==> config.mk <==
export PLATFORM = sky130hd
export DESIGN_NAME = pipe_hazard_ctrl
export DESIGN_NICKNAME = d
export VERILOG_FILES = /design/src/rtl/pipe_hazard_ctrl_pkg.sv /design/src/rtl/pipe_hazard_ctrl_hazard_detect.sv /design/src/rtl/pipe_hazard_ctrl.sv
export SDC_FILE = /design/constraint.sdc
export NUM_CORES = 1
export LEC_CHECK = 0
export CAP_MARGIN = 20
export CORE_AREA = 2 2 39 41
export DETAILED_ROUTE_END_ITERATION = 8
export DIE_AREA = 0 0 41 43
export HOLD_SLACK_MARGIN = 0.08
export PLACE_DENSITY = 0.75
export SYNTH_ARGS = -nofsm -noshare
export SYNTH_HDL_FRONTEND = slang
export SYNTH_SLANG_ARGS = --single-unit
==> constraint.sdc <==
create_clock -name i_clk -period 3.9 [get_ports i_clk]
set_input_delay 0.78 -clock i_clk [delete_from_list [all_inputs] [get_ports i_clk]]
set_output_delay 0.78 -clock i_clk [all_outputs]
set_load 0.01 [all_outputs]
==> src/rtl/pipe_hazard_ctrl_pkg.sv <==
// Shared types and constants for the pipeline hazard controller.
package pipe_hazard_ctrl_pkg;

  localparam int REG_IDX_W = 5;

  localparam logic [31:0] NOP_INSN = 32'h00007013;

  typedef enum logic [1:0] {
    RUN      = 2'd0,
    MD_WAIT  = 2'd1,
    REDIRECT = 2'd2
  } hz_state_e;

endpackage

==> src/rtl/pipe_hazard_ctrl_hazard_detect.sv <==
// Load-use hazard compare between the EX-stage load destination and the ID-stage sources.
module hazard_detect
  import pipe_hazard_ctrl_pkg::*;
(
  input  logic [REG_IDX_W-1:0] id_rs1,
  input  logic [REG_IDX_W-1:0] id_rs2,
  input  logic                 id_use_rs1,
  input  logic                 id_use_rs2,
  input  logic [REG_IDX_W-1:0] ex_rd,
  input  logic                 ex_is_load,
  output logic                 load_use
);

  logic rs1_hit;
  logic rs2_hit;

  // x0 is hardwired to zero, so a load targeting it can never create a dependency.
  assign rs1_hit  = id_use_rs1 && (id_rs1 == ex_rd);
  assign rs2_hit  = id_use_rs2 && (id_rs2 == ex_rd);
  assign load_use = ex_is_load && (ex_rd != '0) && (rs1_hit || rs2_hit);

endmodule

==> src/rtl/pipe_hazard_ctrl.sv <==
// Pipeline hazard controller: stall/flush decisions for PC, IF/ID and ID/EX.
// Optional perf counters (o_stall_cnt, o_flush_cnt) are built when HAZARD_PERF_CNT_EN is defined.
//
//   state    | meaning
//   ---------+-----------------------------------------------------------
//   RUN      | normal issue; branch, mul/div, load-use, fetch checks
//   MD_WAIT  | pipeline frozen until the mul/div unit reports done
//   REDIRECT | first cycle after a taken branch; IF/ID forced to NOP
module pipe_hazard_ctrl
  import pipe_hazard_ctrl_pkg::*;
(
  input  logic                 i_clk,
  input  logic                 i_resetn,
  input  logic [REG_IDX_W-1:0] i_id_rs1,
  input  logic [REG_IDX_W-1:0] i_id_rs2,
  input  logic                 i_id_use_rs1,
  input  logic                 i_id_use_rs2,
  input  logic [REG_IDX_W-1:0] i_ex_rd,
  input  logic                 i_ex_is_load,
  input  logic                 i_ex_br_taken,
  input  logic                 i_ex_md_req,
  input  logic                 i_md_done,
  input  logic                 i_imem_valid,
  output logic                 o_pc_we,
  output logic                 o_ifid_we,
  output logic                 o_ifid_flush,
  output logic                 o_idex_we,
  output logic                 o_idex_flush,
  output logic                 o_stall
`ifdef HAZARD_PERF_CNT_EN
  ,
  output logic [31:0]          o_stall_cnt,
  output logic [31:0]          o_flush_cnt
`endif
);

  hz_state_e state;
  hz_state_e state_nxt;
  logic      load_use;

  hazard_detect u_hazard_detect (
    .id_rs1     (i_id_rs1),
    .id_rs2     (i_id_rs2),
    .id_use_rs1 (i_id_use_rs1),
    .id_use_rs2 (i_id_use_rs2),
    .ex_rd      (i_ex_rd),
    .ex_is_load (i_ex_is_load),
    .load_use   (load_use)
  );

  always_ff @(posedge i_clk) begin
    if (!i_resetn) state <= RUN;
    else           state <= state_nxt;
  end

  always_comb begin
    state_nxt    = RUN;
    o_pc_we      = 1'b1;
    o_ifid_we    = 1'b1;
    o_ifid_flush = 1'b0;
    o_idex_we    = 1'b1;
    o_idex_flush = 1'b0;

    if (state == MD_WAIT) begin
      // Redirects are ignored here; the branch is still held in EX behind the mul/div.
      if (!i_md_done) begin
        state_nxt = MD_WAIT;
        o_pc_we   = 1'b0;
        o_ifid_we = 1'b0;
        o_idex_we = 1'b0;
      end
    end else begin
      if (i_ex_br_taken) begin
        state_nxt    = REDIRECT;
        o_ifid_flush = 1'b1;
        o_idex_flush = 1'b1;
      end else if (i_ex_md_req && !i_md_done) begin
        state_nxt = MD_WAIT;
        o_pc_we   = 1'b0;
        o_ifid_we = 1'b0;
        o_idex_we = 1'b0;
      end else if (i_ex_md_req) begin
        state_nxt = RUN;
      end else if (load_use) begin
        o_pc_we      = 1'b0;
        o_ifid_we    = 1'b0;
        o_idex_flush = 1'b1;
      end else if (!i_imem_valid) begin
        o_pc_we      = 1'b0;
        o_ifid_flush = 1'b1;
      end
      // Fetch data in this cycle still belongs to the wrong-path PC.
      if (state == REDIRECT) o_ifid_flush = 1'b1;
    end

    if (!i_resetn) begin
      state_nxt    = RUN;
      o_pc_we      = 1'b0;
      o_ifid_we    = 1'b0;
      o_ifid_flush = 1'b0;
      o_idex_we    = 1'b0;
      o_idex_flush = 1'b0;
    end
  end

  assign o_stall = !(o_pc_we && o_ifid_we && o_idex_we);

`ifdef HAZARD_PERF_CNT_EN
  always_ff @(posedge i_clk) begin
    if (!i_resetn) begin
      o_stall_cnt <= '0;
      o_flush_cnt <= '0;
    end else begin
      if (o_stall)                      o_stall_cnt <= o_stall_cnt + 32'd1;
      if (o_ifid_flush || o_idex_flush) o_flush_cnt <= o_flush_cnt + 32'd1;
    end
  end
`endif

endmodule

==> results.txt, run 1 <==
Yosys warnings = 0
Post-CTS setup buffer count = 0
Mapped Nets = 66
Setup crit start kind = primary input
Fin crit share = 0.9715
Clock Tree Buf Depth = 2
Switching power = 0.00003477 W
Largest cells by area after synthesis = xnor2_1 27%, dfxtp_1 13%, nand2_1 5.9%, a21oi_1 4.7%, a21o_1 4.7%
Depth of the CTS H-tree = 1
Post-synthesis sequential area ratio = 0.1250
Combinational Power Share = 0.501
Outcome = completed
Leakage = 0.2499 nW
Clock share of power = 0.335
Clock-pin slew on the worst setup and hold paths = 0.03 ns
Final max-slew violation count = 0
Biggest regs = state x2
First-pass DRT Iterations = 4
Critical path required time = 3.12 ns
Initial Util = 0.2315
Worst vdd ir = 0.00008166 V
Total gr overflow = 0
Final setup violation count = 0
WHS Path Cells = 2
Crit path arrival time = 3.01 ns
Worst setup margin = 0.1110 ns
Flop pwr share = 0.165
Register area = 40.04 µm²
Relative slew margins = 0.6988
Hold Crit Start = state[0]$_SDFF_PN0_
Die ar. = 1763 µm²
Post-route DRC violation count = 0
Detailed-route via count = 427
Cell area after synthesis = 320.3 µm²
Dpl cells = 89
Unrepaired setup endpoints after global routing = false
Avg WL per Cell = 10.78 µm
Period minus WS final = 3.789 ns
Sw frac = 0.2599
Placed Area = 645.6 µm²
Worst Skew = 0.002326 ns
Post-synth EDFFs = 0
CP Capture Type = output port
Via-to-Cell Ratio = 4.641
Synth area leader = xnor2_1
Mean Syn Cell Area = 7.626 µm²
Int Pwr = 0.00009900 W
Post-synthesis cell count = 42
Vias in the first global route = 432
Worst Setup SP = i_ex_rd[2]
Power Total = 0.0001338 W
Fin Setup TNS = 0 ns
Fill cell count = 147
Number of distinct library cells after synthesis = 22
R2R depth = 3
Fin area = 668.1 µm²
Number of inserted diodes = 0
First-pass GRT wire length = 1.614 mm
Flops & latches, synth = 2
# rows = 14
Fmax = 263.9 MHz
Fin cells = 92
Max-cap violations = 0
FF-to-FF setup slack = 3.03 ns
Power Dens Cells = 200.2 nW/µm²
Post-route ant nets = 0
Initial DRC Count = 2
Biggest register = state
Cts hold-fix bufs = 0
Cts bufs inserted = 3
Multi-input combinational cell area = 276.5 µm²
Core footprint = 1384 µm²
Worst-margin pin slew = 0.4519 ns
Most frequent cell after synthesis = xnor2_1
Launching point of the worst reg2reg path = state[1]$_SDFF_PP0_
Post-synth top cells = 10 x xnor2_1, 5 x nand2_1, 3 x a21oi_1
Final Hold Viols = 0
Max FFs per register = 2
All-Layer GR Usage = 0.1331
Kind of critical path = primary input to output port
Final WL = 992 µm
Layout cells sized above 1 = 0.1053
CTS root buffer = clkbuf_4
Asr flop ratio synth = 0
Hold Path Class = flop to flop
Worst Path Max Fanout = 3
Clock sink count = 2
Post-detail-place hpwl = 876.7 µm
Number of buffers inserted by port buffering = 29
Final net count = 102
Post-cts resize count = 0
FF-to-FF End = state[0]$_SDFF_PN0_
Largest net degree at the start of global routing = 7
Routability cong. = 0.6784
DIE WIDTH = 41 µm
Worst hold endpoint = state[1]$_SDFF_PP0_
Area Overhead vs Synth = 108.6%
Yosys top cell area share = 0.2734
Clock latency on the worst-skew pair = 0.22 ns
Antenna violations before repair = 0
Die height = 43 µm
IO Pins = 30
Post-synth top flop = dfxtp_1
Dpl ws = 0.1036 ns
CTS tree = yes
==> worst max-delay path, cell delays in order <==
cell and delay [ns]:
clkdlybuf4s50_1 0.46, or4_4 0.50, o21ai_2 0.17, or4b_1 0.46, o211ai_2 0.08, clkdlybuf4s50_1 0.55
==> power groups by stage <==
stage                     registers [W]  logic (W)  clock network [W]
final                         0.0000221  0.0000670          0.0000447
after floorplan               0.0000222  0.0000251                  0
after global routing          0.0000222  0.0000728          0.0000490
after CTS                     0.0000221  0.0000679          0.0000470
after detailed placement      0.0000224  0.0000674                  0
after global placement        0.0000222  0.0000665                  0
==> area by class of cell <==
cell class,count,area share
timing repair buffer,31,0.4569
multi-input combinational,39,0.4139
sequential,2,0.05993
clock buffer,3,0.03371
tap,16,0.02996
inverter,1,0.005618
==> per-stage QoR <==
stage	hold slack [ns]	utilization
finish	0.6826	0.4828
global route	0.7381	0.4828
CTS	0.6926	0.4828
detailed placement	0.6827	0.4665
global placement	0.6719	0.4665
floorplan	0.6182	-
==> cell families after synthesis <==
logic type | Yosys count | share of synthesized area
buf+inv | 1 | 0.01171
compound gates | 10 | 0.2305
xor+xnor | 10 | 0.2734
fa+ha+maj | 1 | 0.03125
simple gates | 18 | 0.3281
flops | 2 | 0.1250
==> routing by layer <==
layer	up-vias	GRT usage	wire (µm)
li1	222	-	-
met1	183	0.1401	352
met2	22	0.2219	516
met3	0	0.06283	123
met4	0	0.04000	0
met5	-	0	0
==> how the worst max path moves through the flow <==
stage,endpoint,slack [ns],depth (start not counted)
finish,o_ifid_flush,0.11,6
global route,o_ifid_flush,0.03,6
CTS,o_ifid_flush,0.10,6
detailed placement,o_ifid_flush,0.10,6
global placement,o_ifid_flush,0.14,6
floorplan,o_ifid_flush,1.12,4
==> cell usage in the layout (no fill, tap or decap), types with 2 or more instances in the layout <==
cell type / instances
clkdlybuf4s50_1: 29
xnor2_1: 10
nand2_1: 5
a21oi_1: 3
clkbuf_4: 3
nand4_1: 2
nand2b_1: 2
nor2b_1: 2
a21o_1: 2
buf_4: 2
dfxtp_1: 2
(Power assumes the default switching activity.)
==> inputs of run 2 (changes only) <==
--- a/config.mk
+++ b/config.mk
@@ -10,7 +10,7 @@
 export DETAILED_ROUTE_END_ITERATION = 8
 export DIE_AREA = 0 0 41 43
 export HOLD_SLACK_MARGIN = 0.08
-export PLACE_DENSITY = 0.75
+export PLACE_DENSITY = 0.78
 export SYNTH_ARGS = -nofsm -noshare
 export SYNTH_HDL_FRONTEND = slang
 export SYNTH_SLANG_ARGS = --single-unit
==> constraint.sdc (replaced) <==
create_clock -name i_clk -period 3.42 [get_ports i_clk]
set_input_delay 0.684 -clock i_clk [delete_from_list [all_inputs] [get_ports i_clk]]
set_output_delay 0.684 -clock i_clk [all_outputs]
set_load 0.01 [all_outputs]
==> results.txt, run 2 (synthesis gave the netlist of run 1 again) <==
Final max-slew violation count = 0 (unchanged)
Number of inserted diodes = 0 (unchanged)
Multi-input combinational cell area = 282.8 µm² (+2.3%)
Sw frac = 0.2753 (+0.01543)
Flop pwr share = 0.158 (-0.007)
First-pass GRT wire length = 1.607 mm (-0.43%)
Leakage = 0.2776 nW (+11%)
Avg WL per Cell = 11.18 µm (+3.7%)
Worst Path Max Fanout = 3 (unchanged)
Post-CTS setup buffer count = 0 (unchanged)
Fill cell count = 146 (-0.68%)
R2R depth = 3 (unchanged)
Final Hold Viols = 0 (unchanged)
Detailed-route via count = 440 (+3.0%)
Hold Crit Start = state[0]$_SDFF_PN0_
Initial Util = 0.2315 (unchanged)
Placed Area = 668.1 µm² (+3.5%)
IO Pins = 30 (unchanged)
Largest net degree at the start of global routing = 7 (unchanged)
WHS Path Cells = 2 (unchanged)
Hold Path Class = flop to flop
Clock-pin slew on the worst setup and hold paths = 0.03 ns (about the same)
Cts bufs inserted = 3 (unchanged)
Power Dens Cells = 226.5 nW/µm² (+13%)
Crit path arrival time = 2.65 ns (-0.36 ns)
Post-route ant nets = 0 (unchanged)
Fin cells = 95 (+3.3%)
Fin Setup TNS = 0 ns (unchanged)
Worst vdd ir = 0.00006919 V (-15%)
Most common cell after layout, fill and taps aside = clkdlybuf4s50_1
Launching point of the worst reg2reg path = state[1]$_SDFF_PP0_
Biggest register = state
Dpl cells = 92 (+3.4%)
Clock Tree Buf Depth = 2 (unchanged)
Antenna violations before repair = 0 (unchanged)
Clock latency on the worst-skew pair = 0.23 ns (about the same)
Unrepaired setup endpoints after global routing = false
Final WL = 1.062 mm (+7.1%)
Total gr overflow = 0 (unchanged)
Clock sink count = 2 (unchanged)
Worst Skew = 0.008169 ns (+0.005842 ns)
Depth of the CTS H-tree = 1 (unchanged)
Die ar. = 1763 µm² (unchanged)
Initial DRC Count = 6 (+4)
Dpl ws = -0.1498 ns (-0.2534 ns)
Int Pwr = 0.0001146 W (+16%)
Register area = 40.04 µm² (unchanged)
Setup crit start kind = primary input
Biggest regs = state x2
# rows = 14 (unchanged)
Relative slew margins = 0.7982 (+0.09947)
Fin area = 698.2 µm² (+4.5%)
CTS tree = yes
Die height = 43 µm (unchanged)
Switching power = 0.00004353 W (+25%)
Routability cong. = 0.6562 (-3.3%)
Final setup violation count = 0 (unchanged)
Vias in the first global route = 428 (-0.93%)
Clock share of power = 0.343 (+0.008)
Worst setup margin = 0.08842 ns (-0.02256 ns)
Core footprint = 1384 µm² (unchanged)
Via-to-Cell Ratio = 4.632 (-0.21%)
Outcome = completed
Post-route DRC violation count = 0 (unchanged)
Max FFs per register = 2 (unchanged)
Combinational Power Share = 0.499 (-0.002)
CTS root buffer = clkbuf_4
Final net count = 105 (+2.9%)
Worst hold endpoint = state[1]$_SDFF_PP0_
Most frequent cells in the layout = 27 x clkdlybuf4s50_1, 10 x xnor2_1, 5 x nand2_1, 5 x buf_4
Fmax = 300.2 MHz
Number of buffers inserted by port buffering = 29 (unchanged)
FF-to-FF End = state[0]$_SDFF_PN0_
Worst-margin pin slew = 0.3027 ns (-0.1492 ns)
Layout cells sized above 1 = 0.1519 (+0.04664)
DIE WIDTH = 41 µm (unchanged)
Post-detail-place hpwl = 887.4 µm (+1.2%)
Kind of critical path = primary input to output port
CP Capture Type = output port
Post-cts resize count = 1 (+1)
FF-to-FF setup slack = 2.56 ns (-0.47 ns)
Period minus WS final = 3.332 ns
First-pass DRT Iterations = 4 (unchanged)
Critical path required time = 2.74 ns (-0.38 ns)
Cts hold-fix bufs = 0 (unchanged)
Area Overhead vs Synth = 118.0%
Max-cap violations = 0 (unchanged)
Fin crit share = 0.9741
All-Layer GR Usage = 0.1361 (+0.003003)
-- run 2: cell count changes in the layout (fill, tap and decap cells not counted), sizes merged --
cell | previous run | this run
buf | 2 | 5
clkdlybuf4s50 | 29 | 27
dlygate4sd2 | 0 | 1
dlymetal6s2s | 0 | 1
-- run 2: routing by layer --
metal,vias up,GRT usage,share of wire
li1,231,-,-
met1,186,0.1178,0.33
met2,21,0.2625,0.58
met3,2,0.01571,0.073
met4,0,0.08000,0.015
met5,-,0,0
-- run 2: power by group through the flow --
stage	clock [W]	combinational, W	sequential [W]
6_report	0.0000542	0.0000789	0.0000250
5_1_grt	0.0000562	0.0000855	0.0000251
4_1_cts	0.0000557	0.0000789	0.0000250
3_5_place_dp	0	0.0000795	0.0000254
3_3_place_gp	0	0.0000776	0.0000254
2_1_floorplan	0	0.0000286	0.0000253
-- run 2: cell type report --
cell class | instances | area share
timing repair buffer | 34 | 0.4713
tap | 16 | 0.02867
sequential | 2 | 0.05735
inverter | 1 | 0.005376
multi-input combinational | 39 | 0.4050
clock buffer | 3 | 0.03226
-- run 2: metrics by stage --
stage	utilization	power, W	hold WS [ns]
floorplan	-	0.00005385	0.6182
global placement	0.4828	0.0001030	0.6677
detailed placement	0.4828	0.0001048	0.6705
CTS	0.4982	0.0001597	0.6655
global route	0.5045	0.0001669	0.6926
finish	0.5045	0.0001581	0.6662
-- run 2: worst max-delay path by stage --
stage	from	endpoint
floorplan	i_ex_rd[1]	o_ifid_flush
global placement	i_ex_rd[1]	o_ifid_flush
detailed placement	i_ex_rd[3]	o_ifid_flush
CTS	i_ex_rd[4]	o_idex_flush
global route	i_ex_rd[3]	o_pc_we
finish	i_ex_rd[1]	o_pc_we
-- run 2: critical path, cell delays in order --
cell and delay [ns]:
clkdlybuf4s50_1 0.42, or4_4 0.54, o21ai_2 0.14, buf_4 0.13
nor2_1 0.05, a21oi_1 0.14, clkdlybuf4s50_1 0.55
==> inputs of run 3 (changes only) <==
--- a/config.mk
+++ b/config.mk
@@ -10,7 +10,7 @@
 export DETAILED_ROUTE_END_ITERATION = 8
 export DIE_AREA = 0 0 41 43
 export HOLD_SLACK_MARGIN = 0.08
-export PLACE_DENSITY = 0.78
+export PLACE_DENSITY = 0.75
 export SYNTH_ARGS = -nofsm -noshare
 export SYNTH_HDL_FRONTEND = slang
 export SYNTH_SLANG_ARGS = --single-unit
==> constraint.sdc (replaced) <==
create_clock -name i_clk -period 4.1 [get_ports i_clk]
set_input_delay 0.82 -clock i_clk [delete_from_list [all_inputs] [get_ports i_clk]]
set_output_delay 0.82 -clock i_clk [all_outputs]
set_load 0.01 [all_outputs]
==> results.txt, run 3 (synthesis gave the netlist of run 1 again) <==
Kind of critical path = primary input to output port
Leakage = 0.2403 nW (-13%)
# rows = 14 (unchanged)
Final net count = 100 (-4.8%)
Period minus WS final = 3.913 ns
FF-to-FF setup slack = 3.21 ns (+0.65 ns)
Routability cong. = 0.6688 (+1.9%)
Fmax = 255.6 MHz
Fin crit share = 0.9544
Unrepaired setup endpoints after global routing = false
First-pass DRT Iterations = 2 (-2)
Post-detail-place hpwl = 818.7 µm (-7.7%)
Worst-margin pin slew = 0.4644 ns (+0.1618 ns)
Final setup violation count = 0 (unchanged)
Worst vdd ir = 0.00007679 V (+11%)
Vias in the first global route = 417 (-2.6%)
Clock latency on the worst-skew pair = 0.22 ns (about the same)
Crit path arrival time = 3.09 ns (+0.44 ns)
Hold Path Class = flop to flop
Initial DRC Count = 2 (-4)
Power Total = 0.0001250 W (-21%)
Power Dens Cells = 191.4 nW/µm² (-15%)
CTS tree = yes
Post-cts resize count = 0 (-1)
Critical path required time = 3.28 ns (+0.54 ns)
Max FFs per register = 2 (unchanged)
CP Capture Type = output port
Antenna violations before repair = 0 (unchanged)
Max-cap violations = 0 (unchanged)
CTS root buffer = clkbuf_4
DIE WIDTH = 41 µm (unchanged)
Detailed-route via count = 421 (-4.3%)
Fin Setup TNS = 0 ns (unchanged)
Setup crit start kind = primary input
Relative slew margins = 0.6904 (-0.1079)
Cts bufs inserted = 3 (unchanged)
Post-route DRC violation count = 0 (unchanged)
Via-to-Cell Ratio = 4.678 (+1.0%)
Final WL = 925 µm (-13%)
Total gr overflow = 0 (unchanged)
Post-layout util = 0.4720 (-0.03255)
Worst Skew = 0.001613 ns (-0.006555 ns)
Post-route ant nets = 0 (unchanged)
Initial Util = 0.2315 (unchanged)
Core footprint = 1384 µm² (unchanged)
Depth of the CTS H-tree = 1 (unchanged)
Die height = 43 µm (unchanged)
Biggest register = state
Cts hold-fix bufs = 0 (unchanged)
Post-CTS setup buffer count = 0 (unchanged)
Number of inserted diodes = 0 (unchanged)
Layout cells sized above 1 = 0.08108 (-0.07082)
Clock-pin slew on the worst setup and hold paths = 0.03 ns (about the same)
Worst hold slack = 0.6861 ns (+0.01988 ns)
Clock Tree Buf Depth = 2 (unchanged)
Largest net degree at the start of global routing = 7 (unchanged)
Final max-slew violation count = 0 (unchanged)
IO Pins = 30 (unchanged)
Biggest regs = state x2
Avg WL per Cell = 10.28 µm (-8.1%)
All-Layer GR Usage = 0.1241 (-0.01201)
Clock sink count = 2 (unchanged)
Most common cell after layout, fill and taps aside = clkdlybuf4s50_1
Outcome = completed
Worst Path Max Fanout = 3 (unchanged)
Number of buffers inserted by port buffering = 29 (unchanged)
Most frequent cells in the layout = 29 x clkdlybuf4s50_1, 10 x xnor2_1, 5 x nand2_1
Area Overhead vs Synth = 103.9%
Final Hold Viols = 0 (unchanged)
First-pass GRT wire length = 1.504 mm (-6.4%)
Die ar. = 1763 µm² (unchanged)
## run 3: cell types whose count changed in the layout (fill, tap and decap cells not counted), sizes merged
cell / before / now
clkdlybuf4s50: 27 / 29
dlygate4sd2: 1 / 0
dlymetal6s2s: 1 / 0
buf: 5 / 0
## run 3: power breakdown
| part | internal [W] | switching [W] |
|---|---|---|
| clock | 0.0000322 | 0.0000100 |
| combinational | 0.0000402 | 0.0000217 |
| sequential | 0.0000205 | 0.000000369 |
## run 3: worst paths after layout
path / start / endpoint / cells past startpoint
hold reg to reg: state[0]$_SDFF_PN0_ / state[1]$_SDFF_PP0_ / 2
setup reg to reg: state[1]$_SDFF_PP0_ / state[0]$_SDFF_PN0_ / 3
hold / removal: state[0]$_SDFF_PN0_ / state[1]$_SDFF_PP0_ / 2
setup / recovery: i_ex_rd[1] / o_ifid_flush / 6
## run 3: layout make-up
type / count / area (µm²)
fillers: 138 / 730.7
repair buffers: 29 / 290.3
multi-input cells: 39 / 276.5
flip-flops and latches: 2 / 40.04
clock buffers: 3 / 22.52
well taps: 16 / 20.02
inverters: 1 / 3.754
## run 3: critical path: stages
cell and delay (ns):
clkdlybuf4s50_1 0.47, or4_4 0.55, o21ai_2 0.16, or4b_1 0.47
o211ai_2 0.09, clkdlybuf4s50_1 0.55
## run 3: routing by layer
metal  vias up  wire, µm  track usage
met1       180       361       0.1306
met3         0       108      0.05236
met2        22       455       0.2094
li1        219         -            -
met5         -         0            0
met4         0         0      0.04000
## run 3: stage by stage
stage,instance area (µm²),std cells,worst slack [ns]
floorplan,320.3,42,1.243
global placement,630.6,87,0.1942
detailed placement,630.6,87,0.1852
CTS,653.1,90,0.1852
global route,653.1,90,0.1311
finish,653.1,90,0.1870
==> edit: new RTL, settings of run 2 <==
Re-encode `hz_state_e` (3 states) as one-hot, 3 bits wide.
--- a/src/rtl/pipe_hazard_ctrl_pkg.sv
+++ b/src/rtl/pipe_hazard_ctrl_pkg.sv
@@ -6,8 +6,8 @@
   localparam logic [31:0] NOP_INSN = 32'h00007013;
 
-  typedef enum logic [1:0] {
-    RUN      = 2'd0,
-    MD_WAIT  = 2'd1,
-    REDIRECT = 2'd2
+  typedef enum logic [2:0] {
+    RUN      = 3'b001,
+    MD_WAIT  = 3'b010,
+    REDIRECT = 3'b100
   } hz_state_e;
 
Check against the original RTL: no difference found for any inputs over 10 cycles, from zero or initial values and one cycle with i_resetn low; not proved beyond that.
==> edit against run 2 <==
- critical endpoint is now o_ifid_flush
- clock skew shrank 0.0063 ns
- sequential cell count grew 1
- total power grew 16%
- cell area grew 11%
- critical path depth shrank 1
- core utilization grew 5.5 points
- fmax shrank 0.76%
- worst setup slack lost 0.026 ns
- area after synthesis grew 23%
- clock power grew 15%
- largest power group unchanged
- synthesized cell count grew 24%
- first-iteration DRC count shrank 33%
- wire length grew 1.9%
==> edit: results (changes against run 2) <==
Status
  – Status: finished clean (unchanged)

Pwr
  – Pleak: 0.325 nW (was 0.278 nW)
  – VDD IR max: 0.000142 V (was 0.0000692 V)

Global route
  – First-pass GRT wire length: 1630 µm (was 1610 µm)
  – Global Route Usage Sum: 12.8% (was 13.6%)
  – Vias in the first global route: 455 (was 428)
  – Largest net degree at the start of global routing: 7 (unchanged)

Logic synthesis
  – Ys async rst share: 0% (unchanged)
  – Synth top area cells: xnor2_1 (22%), dfxtp_1 (15%), a21o_1 (5.7%) (was xnor2_1 (27%), dfxtp_1 (13%), nand2_1 (5.9%))
  – Post-Syn Nets: 76 (was 66)
  – Post-synthesis sequential area ratio: 15.3% (was 12.5%)
  – Top FF cell, synth: dfxtp_1 (unchanged)
  – Distinct cells, synth: 25 (was 22)
  – Synth cell count leaders: xnor2_1 (10), nand2_1 (6), nor2_1 (4) (was xnor2_1 (10), nand2_1 (5), a21oi_1 (3))
  – Gate Count Post-Synth: 52 (was 42)

STA
  – Final clock skew: 0.00189 ns (was 0.00817 ns)
  – Max_slew headroom: 71.8% (was 79.8%)
  – Final setup violation count: 0 (unchanged)

Worst setup path
  – Worst EP arrival: 2.67 ns (was 2.65 ns)
  – RR Startpoint: state[1] (unchanged)
  – Worst-path fanout max: 2 (was 3)
  – Crit path largest cell delay: 0.56 ns
  – Crit-path leading delay family: buffers and inverters (unchanged)

Placement
  – Pre-CTS WS: 0.0209 ns (was -0.150 ns)
  – IO Port Bufs: 29 (unchanged)
  – RD Place Congestion: 0.727 (was 0.656)
  – DP Cell Count: 101 (was 92)
  – Detailed placer's ending HPWL: 946 µm (was 887 µm)

Clocking
  – Clock slew at reported path FFs: 0.04 ns
  – Max clock buf depth: 2 (unchanged)

Min path
  – HP Start: state[2] (was state[0])
  – Worst Hold Path Cells: 4 (was 2)
  – Hold Crit Class: flop to flop (unchanged)

Cells and area
  – Fillers: 130 (was 146)
  – Share of cells above drive strength 1: 13.3% (was 15.2%)
  – Biggest regs: state: 3 flops (was state: 2 flops)
  – # nets final: 115 (was 105)

Detailed routing
  – Routed WL per cell: 10.2 µm (was 11.2 µm)
  – DR vias: 509 (was 440)
  – Total Routed Length: 1080 µm (was 1060 µm)
  – Initial DRT Pass Iterations: 4 (unchanged)
  – Iteration-0 DRC count of the detailed router: 4 (was 6)
## edit: cell type report
| cell class | instances | area [µm²] | area share (%) |
|---|---|---|---|
| clock buffer | 4 | 26.3 | 3.39 |
| inverter | 1 | 3.75 | 0.485 |
| multi-input combinational | 48 | 329 | 42.5 |
| sequential | 3 | 60.1 | 7.75 |
| tap | 16 | 20.0 | 2.58 |
| timing repair buffer | 34 | 335 | 43.3 |
## edit: power breakdown
| part | internal [mW] | switching (mW) | total [mW] |
|---|---|---|---|
| clock network | 0.0437 | 0.0186 | 0.0624 |
| registers | 0.0370 | 0.00160 | 0.0386 |
| logic | 0.0538 | 0.0290 | 0.0828 |
## edit: stage by stage
step / area [µm²] / power, mW
6_report: 774 / 0.184
5_1_grt: 774 / 0.197
4_1_cts: 759 / 0.187
3_5_place_dp: 733 / 0.122
3_3_place_gp: 733 / 0.121
2_1_floorplan: 393 / 0.0709
## edit: worst paths after layout
kind,end,slack [ns]
setup / recovery,o_ifid_flush,0.06
hold / removal,state[0],0.70
setup reg to reg,state[1],2.18
hold reg to reg,state[0],0.70
## edit: kinds of logic after synthesis
| group | synth area share, % |
|---|---|
| DFF | 15.3 |
| AOI/OAI and AO/OA | 29.6 |
| buffers and inverters | 0.954 |
| xor gates and xnor gates | 22.3 |
| and+or+nand+nor | 31.8 |
## edit: layer usage
metal,track usage (%),vias to the layer above,routed length (µm)
met5,0,-,0
met4,2.00,0,0
met3,3.14,0,78
met2,22.5,24,542
met1,15.0,216,462
li1,-,269,-
## edit: timing repair
action	4_1_cts	5_1_grt
buffers inserted	0	1
hold endpoints to repair	0	0
hold buffers	0	0
setup endpoints to repair	0	4
resized for setup	0	3
